==> config.mk <==
export PLATFORM = sky130hd
export DESIGN_NAME = mac_lookup_arbiter_flat
export DESIGN_NICKNAME = d
export VERILOG_FILES = /design/src/rtl/mac_lookup_arbiter_pkg.sv /design/src/rtl/mac_lookup_arbiter_if.sv /design/src/rtl/mac_lookup_tag_fifo.sv /design/src/rtl/mac_lookup_arbiter.sv /design/src/flat_wrapper.sv
export SDC_FILE = /design/constraint.sdc
export NUM_CORES = 1
export LEC_CHECK = 0
export BUFFER_PORTS_ARGS = -buffer_cell sky130_fd_sc_hd__buf_2
export CAP_MARGIN = 20
export CORE_MARGIN = 1.5
export CORE_UTILIZATION = 35
export CTS_CLUSTER_DIAMETER = 200
export CTS_CLUSTER_SIZE = 14
export DETAILED_ROUTE_END_ITERATION = 10
export GPL_ROUTABILITY_DRIVEN = 0
export SLEW_MARGIN = 10
export SYNTH_ARGS = -nofsm -noshare
export SYNTH_HDL_FRONTEND = slang
export SYNTH_SLANG_ARGS = --single-unit
==> constraint.sdc <==
create_clock -name clk -period 10.1 [get_ports clk]
set_clock_uncertainty 0.1 [all_clocks]
set_input_delay 2.02 -clock clk [delete_from_list [all_inputs] [get_ports clk]]
set_output_delay 2.02 -clock clk [all_outputs]
set_load 0.01 [all_outputs]
==> src/rtl/mac_lookup_arbiter_pkg.sv <==
// Shared types for the MAC lookup path: VLAN/MAC types, port widths and the per-card request record.
package mac_lookup_arbiter_pkg;

    typedef logic [11:0] vlan_t;
    typedef logic [47:0] macaddr_t;

    localparam int unsigned LOOKUP_PORT_WIDTH = 6;
    localparam int unsigned LOCAL_PORT_WIDTH  = 5;

    typedef struct packed {
        vlan_t                       src_vlan;
        macaddr_t                    src_mac;
        logic [LOCAL_PORT_WIDTH-1:0] src_port;
        macaddr_t                    dst_mac;
    } lookup_req_t;

endpackage

==> src/rtl/mac_lookup_arbiter_if.sv <==
// Lookup port of the MAC address table: strobe plus key fields out, in-order result back.
interface mac_lookup_arbiter_if;
    import mac_lookup_arbiter_pkg::*;

    logic                         lookup_en;
    vlan_t                        lookup_src_vlan;
    macaddr_t                     lookup_src_mac;
    logic [LOOKUP_PORT_WIDTH-1:0] lookup_src_port;
    macaddr_t                     lookup_dst_mac;
    logic                         lookup_done;
    logic                         lookup_hit;
    logic [LOOKUP_PORT_WIDTH-1:0] lookup_dst_port;

    modport master (
        output lookup_en, lookup_src_vlan, lookup_src_mac, lookup_src_port, lookup_dst_mac,
        input  lookup_done, lookup_hit, lookup_dst_port
    );

    modport slave (
        input  lookup_en, lookup_src_vlan, lookup_src_mac, lookup_src_port, lookup_dst_mac,
        output lookup_done, lookup_hit, lookup_dst_port
    );

endinterface

==> src/rtl/mac_lookup_tag_fifo.sv <==
// Synchronous tag FIFO holding the issuing card index of each in-flight lookup.
module mac_lookup_tag_fifo #(
    parameter int unsigned WIDTH = 1,
    parameter int unsigned DEPTH = 8
) (
    input  logic             clk,
    input  logic             rst,
    input  logic             push,
    input  logic [WIDTH-1:0] push_data,
    input  logic             pop,
    output logic [WIDTH-1:0] head,
    output logic             full,
    output logic             empty
);
    localparam int unsigned PW = (DEPTH > 1) ? $clog2(DEPTH) : 1;

    logic [WIDTH-1:0] mem [DEPTH];
    logic [PW-1:0]    wr_ptr;
    logic [PW-1:0]    rd_ptr;
    logic [PW:0]      count;
    logic             do_push;
    logic             do_pop;

    assign empty   = (count == '0);
    assign full    = (count == (PW+1)'(DEPTH));
    assign head    = mem[rd_ptr];
    assign do_pop  = pop && !empty;
    // A pop in the same cycle frees the slot, so a push into a full FIFO is still taken.
    assign do_push = push && (!full || do_pop);

    always_ff @(posedge clk) begin
        if (rst) begin
            wr_ptr <= '0;
            rd_ptr <= '0;
            count  <= '0;
        end else begin
            if (do_push) wr_ptr <= wr_ptr + 1'b1;
            if (do_pop)  rd_ptr <= rd_ptr + 1'b1;
            if (do_push && !do_pop)      count <= count + 1'b1;
            else if (do_pop && !do_push) count <= count - 1'b1;
        end
    end

    always_ff @(posedge clk) begin
        if (do_push) mem[wr_ptr] <= push_data;
    end

endmodule

==> src/rtl/mac_lookup_arbiter.sv <==
// Round-robin sharing of the MAC table lookup port between line cards, with in-order result routing.
module mac_lookup_arbiter
    import mac_lookup_arbiter_pkg::*;
#(
    parameter int unsigned NUM_REQ         = 2,
    parameter int unsigned PORTS_PER_CARD  = 24,
    parameter int unsigned MAX_OUTSTANDING = 8
) (
    input  logic                                  clk,
    input  logic                                  rst,
    input  logic [NUM_REQ-1:0]                    req_en,
    input  logic [12*NUM_REQ-1:0]                 req_src_vlan,
    input  logic [48*NUM_REQ-1:0]                 req_src_mac,
    input  logic [LOCAL_PORT_WIDTH*NUM_REQ-1:0]   req_src_port,
    input  logic [48*NUM_REQ-1:0]                 req_dst_mac,
    output logic [NUM_REQ-1:0]                    resp_done,
    output logic                                  resp_hit,
    output logic [LOOKUP_PORT_WIDTH-1:0]          resp_dst_port,
    mac_lookup_arbiter_if.master                  tbl,
    output logic                                  proto_err
);
    localparam int unsigned IDX_W = $clog2(NUM_REQ);

    lookup_req_t        req_in [NUM_REQ];
    lookup_req_t        hold   [NUM_REQ];
    lookup_req_t        gnt_req;
    logic [NUM_REQ-1:0] pending, outstanding, accept, eligible;
    logic [NUM_REQ-1:0] gnt_onehot, pop_onehot;
    logic [IDX_W-1:0]   rr, gnt_idx, cand, head;
    logic               gnt_vld, can_grant, pop_ok;
    logic               fifo_full, fifo_empty;

    always_comb begin
        for (int unsigned i = 0; i < NUM_REQ; i++) begin
            req_in[i].src_vlan = req_src_vlan[i*12 +: 12];
            req_in[i].src_mac  = req_src_mac[i*48 +: 48];
            req_in[i].src_port = req_src_port[i*LOCAL_PORT_WIDTH +: LOCAL_PORT_WIDTH];
            req_in[i].dst_mac  = req_dst_mac[i*48 +: 48];
        end
    end

    // A card may have only one request in the system: either waiting here or in the table.
    assign accept    = req_en & ~pending & ~outstanding;
    assign eligible  = pending | accept;
    assign pop_ok    = tbl.lookup_done && !fifo_empty;
    assign can_grant = !fifo_full || pop_ok;

    always_comb begin
        gnt_vld = 1'b0;
        gnt_idx = '0;
        cand    = '0;
        for (int unsigned k = 0; k < NUM_REQ; k++) begin
            if (32'(rr) + k >= NUM_REQ) cand = IDX_W'(32'(rr) + k - NUM_REQ);
            else                        cand = IDX_W'(32'(rr) + k);
            if (!gnt_vld && can_grant && eligible[cand]) begin
                gnt_vld = 1'b1;
                gnt_idx = cand;
            end
        end
        gnt_req    = pending[gnt_idx] ? hold[gnt_idx] : req_in[gnt_idx];
        gnt_onehot = gnt_vld ? (NUM_REQ'(1) << gnt_idx) : '0;
        pop_onehot = pop_ok  ? (NUM_REQ'(1) << head)    : '0;
    end

    mac_lookup_tag_fifo #(
        .WIDTH (IDX_W),
        .DEPTH (MAX_OUTSTANDING)
    ) u_tag_fifo (
        .clk       (clk),
        .rst       (rst),
        .push      (gnt_vld),
        .push_data (gnt_idx),
        .pop       (tbl.lookup_done),
        .head      (head),
        .full      (fifo_full),
        .empty     (fifo_empty)
    );

    always_ff @(posedge clk) begin
        for (int unsigned i = 0; i < NUM_REQ; i++) begin
            if (accept[i]) hold[i] <= req_in[i];
        end
    end

    always_ff @(posedge clk) begin
        if (rst) begin
            pending             <= '0;
            outstanding         <= '0;
            rr                  <= '0;
            tbl.lookup_en       <= 1'b0;
            tbl.lookup_src_vlan <= '0;
            tbl.lookup_src_mac  <= '0;
            tbl.lookup_src_port <= '0;
            tbl.lookup_dst_mac  <= '0;
            resp_done           <= '0;
            resp_hit            <= 1'b0;
            resp_dst_port       <= '0;
            proto_err           <= 1'b0;
        end else begin
            pending       <= eligible & ~gnt_onehot;
            outstanding   <= (outstanding | gnt_onehot) & ~pop_onehot;
            tbl.lookup_en <= gnt_vld;
            resp_done     <= pop_onehot;
            if (gnt_vld) begin
                rr                  <= (32'(gnt_idx) == NUM_REQ - 1) ? '0 : gnt_idx + 1'b1;
                tbl.lookup_src_vlan <= gnt_req.src_vlan;
                tbl.lookup_src_mac  <= gnt_req.src_mac;
                tbl.lookup_src_port <= LOOKUP_PORT_WIDTH'(32'(gnt_idx) * PORTS_PER_CARD + 32'(gnt_req.src_port));
                tbl.lookup_dst_mac  <= gnt_req.dst_mac;
            end
            if (pop_ok) begin
                resp_hit      <= tbl.lookup_hit;
                resp_dst_port <= tbl.lookup_dst_port;
            end
            if (|(req_en & (pending | outstanding)) || (tbl.lookup_done && fifo_empty))
                proto_err <= 1'b1;
        end
    end

endmodule
==> src/flat_wrapper.sv <==
// flat-port wrapper written by rule: the top's interface ports become plain ports
module mac_lookup_arbiter_flat import mac_lookup_arbiter_pkg::*;
#(
    parameter int unsigned NUM_REQ         = 2,
    parameter int unsigned PORTS_PER_CARD  = 24,
    parameter int unsigned MAX_OUTSTANDING = 8
)
  (clk, rst, req_en, req_src_vlan, req_src_mac, req_src_port, req_dst_mac, resp_done, resp_hit, resp_dst_port, proto_err, tbl_lookup_en, tbl_lookup_src_vlan, tbl_lookup_src_mac, tbl_lookup_src_port, tbl_lookup_dst_mac, tbl_lookup_done, tbl_lookup_hit, tbl_lookup_dst_port);
  mac_lookup_arbiter_if tbl_i ();
  input  logic clk;
  input  logic rst;
  input  logic [NUM_REQ-1:0] req_en;
  input  logic [12*NUM_REQ-1:0] req_src_vlan;
  input  logic [48*NUM_REQ-1:0] req_src_mac;
  input  logic [LOCAL_PORT_WIDTH*NUM_REQ-1:0] req_src_port;
  input  logic [48*NUM_REQ-1:0] req_dst_mac;
  output logic [NUM_REQ-1:0] resp_done;
  output logic resp_hit;
  output logic [LOOKUP_PORT_WIDTH-1:0] resp_dst_port;
  output logic proto_err;
  output wire logic [$bits(tbl_i.lookup_en)-1:0] tbl_lookup_en;
  output wire logic [$bits(tbl_i.lookup_src_vlan)-1:0] tbl_lookup_src_vlan;
  output wire logic [$bits(tbl_i.lookup_src_mac)-1:0] tbl_lookup_src_mac;
  output wire logic [$bits(tbl_i.lookup_src_port)-1:0] tbl_lookup_src_port;
  output wire logic [$bits(tbl_i.lookup_dst_mac)-1:0] tbl_lookup_dst_mac;
  input wire logic [$bits(tbl_i.lookup_done)-1:0] tbl_lookup_done;
  input wire logic [$bits(tbl_i.lookup_hit)-1:0] tbl_lookup_hit;
  input wire logic [$bits(tbl_i.lookup_dst_port)-1:0] tbl_lookup_dst_port;
  assign tbl_lookup_en = tbl_i.lookup_en;
  assign tbl_lookup_src_vlan = tbl_i.lookup_src_vlan;
  assign tbl_lookup_src_mac = tbl_i.lookup_src_mac;
  assign tbl_lookup_src_port = tbl_i.lookup_src_port;
  assign tbl_lookup_dst_mac = tbl_i.lookup_dst_mac;
  assign tbl_i.lookup_done = tbl_lookup_done;
  assign tbl_i.lookup_hit = tbl_lookup_hit;
  assign tbl_i.lookup_dst_port = tbl_lookup_dst_port;
  mac_lookup_arbiter #(.NUM_REQ(NUM_REQ), .PORTS_PER_CARD(PORTS_PER_CARD), .MAX_OUTSTANDING(MAX_OUTSTANDING)) u_core (.clk(clk), .rst(rst), .req_en(req_en), .req_src_vlan(req_src_vlan), .req_src_mac(req_src_mac), .req_src_port(req_src_port), .req_dst_mac(req_dst_mac), .resp_done(resp_done), .resp_hit(resp_hit), .resp_dst_port(resp_dst_port), .tbl(tbl_i), .proto_err(proto_err));
endmodule
==> metrics <==
Iter 0 DRT Violations 779; layout cells sized above 1 40.68%; Compound-Gate Fraction of Synth Area between 10% and 20%; slew margin rel. slightly below 30%; #FFs+latches synth 377; Yosys cell types 48; most frequent cells in the layout buf_2 (362), edfxtp_1 (234), mux2_2 (223), dfxtp_1 (141), inv_1 (117); crit-path leading delay family buffers and inverters; worst vdd ir 0.1616 mV; final wirelength 49410 µm; critical path type input pin to flip-flop; # setup viols final 0; Fin. Hold Viols 0; height of the die 222.9 µm; unrepaired setup endpoints after global routing false; Pleak ~7.5 nW; CP Capture Type flip-flop; post-synthesis xor/xnor area fraction 0.2070%; TNS Setup 0 ns; Initial Util 35.45%; CTS Root Buffer Type clkbuf_16; Max-cap violations 0; Vias/cell 5.498; CTS Buffer Depth 3; CTS Hold Bufs 0; CTS clk-pin slew, worst paths 0.07 ns; Reg-to-Reg End u_core.tbl.lookup_src_port[4]; fmax 0.1971 GHz; R2R setup slack 6.06 ns; largest net degree at the start of global routing 93; CP bufs+invs 3; routed len/inst 22.12 µm; post-synthesis adder-cell area fraction less than 1%; post-layout net count 1835; Hold Startpoint u_core.resp_dst_port[1]; initial antenna violation count 12; Overflow after GRT 0; synth warn 0; Cells after Synth 1309; Cell Area, Synth roughly 17000 µm²; R2R depth 10; Remaining DRCs 0; number of synthesized flops with an enable pin 234; Final Critical Period 5.074 ns; Primary FF master, synth edfxtp_1; area grow syn2layout 17.68%; worst hold slack about 0.35 ns; via count 12280; crit path max-delay cell type buf_4; instance count on the critical path 10; vias in the first global route 12730; fin. max-slew vios 0; Max stage delay on crit path around 0.88 ns; hold crit path type flip-flop to flip-flop; DIE AREA 49680 µm²; Crit Path Max Fanout 74; mux cell area share after synthesis 15.64%; worst slew pin tran 1.063 ns; Tot GR Track Use 19.28%; Post CTS Setup Buffer Count 0; clk sinks 377; WHS Path Cells 2; Final Cycle Share 50.24%; Die W roughly 220 µm; I/O pin cnt 363; cell mode on critical path buf_4; Critical Path AT approximately 5.5 ns; sequential area share after synthesis roughly three fifths; DP HPWL 30110 µm; post-route ant nets 0; IO buf count 362; worst r2r src u_core.u_tag_fifo.count[0]; post-CTS sizing 0; startpoint class of the critical path input pin; core area approximately 48000 µm²; H-Tree Depth 1; num rows 80; Worst-Skew Late Latency roughly 0.58 ns; first-pass GRT wire length between 70000 and 80000 µm; drt first pass iters 5; CTS tree done; total CTS buffers 30; commonest non-fill, non-tap cell in the layout buf_2; critical-path cell list buf_2 > nand3b_1 > buf_4 > buf_4 > and3_1 > mux2i_1 > ha_1 > fa_1 > nand3_1 > a21oi_1; Worst EP required 10.52 ns; main combinational cell family by area after synthesis compound AO/OA/AOI/OAI gates; Simple-Gate Fraction of Synth Area 2.159%; run status finished clean; Mapped Nets 1555; Hold Crit Endpoint u_core.resp_dst_port[1]; Syn Area/Cell 12.93 µm²; power density cells 253.7 nW/µm²; post-synthesis async set-or-reset flop share 0%
==> flip-flops by register name (all words and copies together) (netlist names), 2 cells and up, named ones only <==
name and flops:
u_core.outstanding 2, u_core.hold 226, u_core.u_tag_fifo.wr_ptr 3, u_core.tbl.lookup_dst_mac 48, u_core.tbl.lookup_src_vlan 12, u_core.pending 2
u_core.tbl.lookup_src_mac 48, u_core.u_tag_fifo.mem 8, u_core.resp_done 2, u_core.u_tag_fifo.count 4, u_core.tbl.lookup_src_port 6, u_core.u_tag_fifo.rd_ptr 3
u_core.resp_dst_port 6
==> area by class of cell <==
| class | count | area (µm²) |
|---|---|---|
| Antenna cell | 9 | 22.52 |
| Clock buffer | 53 | 858.3 |
| Fill cell | 4576 | 27830 |
| Inverter | 119 | 446.7 |
| Multi-Input combinational cell | 679 | 5941 |
| Sequential cell | 377 | 9897 |
| Tap cell | 615 | 769.5 |
| Timing Repair Buffer | 382 | 1982 |
==> worst max path at each step <==
stage,slack [ns],startpoint,to
after global routing,4.83,tbl_lookup_done,u_core.tbl.lookup_src_port[4]
after floorplan,3.14,req_en[1],u_core.hold[1][0]
after global placement,4.41,tbl_lookup_done,u_core.tbl.lookup_src_port[4]
after detailed placement,4.39,tbl_lookup_done,u_core.tbl.lookup_src_port[4]
final,5.03,tbl_lookup_done,u_core.tbl.lookup_src_port[4]
after CTS,5.02,tbl_lookup_done,u_core.tbl.lookup_src_port[4]
==> report_power, final <==
part	leakage, nW	internal [W]	switching [W]	total [W]
Combinational	3.67	0.000678	0.00101	0.00169
Sequential	3.42	0.00204	0.000195	0.00224
Clock	0.408	0.000570	0.000559	0.00113
==> worst register-to-register path, delay by kind of cell, from the launching register on <==
family                     cells  cell delay (ns)
buffers and inverters          2             1.37
and+or+nand+nor                4             0.96
adders and majority gates      2             0.78
DFF                            1             0.46
muxes                          1             0.16
AOI/OAI and AO/OA              1             0.15
==> metal layers <==
metal | up-vias | global-route usage [%] | share of wire, %
met3 | 66 | 3.925 | 5.6
li1 | 5656 | - | -
met5 | - | 0 | 0.077
met2 | 362 | 32.45 | 48
met4 | 6 | 5.025 | 2.1
met1 | 6192 | 25.26 | 44
==> synth_stat cells, types with 9 or more instances <==
cell / instances / area share, %
a21oi_1: 16 / 0.47
a22oi_1: 111 / 4.9
a31oi_1: 111 / 4.1
buf_1: 9 / 0.20
buf_2: 59 / 1.7
buf_4: 11 / 0.49
buf_6: 12 / 0.80
clkbuf_1: 43 / 0.95
dfxtp_1: 143 / 17
edfxtp_1: 234 / 42
inv_1: 117 / 2.6
mux2_2: 223 / 15
mux2i_1: 9 / 0.53
nand2_1: 21 / 0.47
nor2_1: 15 / 0.33
o32ai_1: 111 / 5.7
==> logic make-up after synthesis <==
family | count (synthesis)
AO/OA/AOI/OAI | 368
XOR/XNOR | 4
adder cells (fa/ha/maj) | 8
buffers and inverters | 253
flip-flops | 377
multiplexers | 234
AND/OR/NAND/NOR | 65
==> per-stage QoR <==
stage               instances  area [µm²]  total power [W]  utilization [%]  setup WS, ns
floorplan                1309       16930         0.003421                -         3.141
global placement         2171       19010         0.003921            39.81         4.405
detailed placement       2171       19010         0.003963            39.81         4.387
CTS                      2224       19870         0.005102            41.61         5.018
global route             2232       19910         0.005330            41.70         4.826
finish                   2234       19920         0.005053            41.71         5.026
Note: power is estimated with default switching activity, not from simulation.
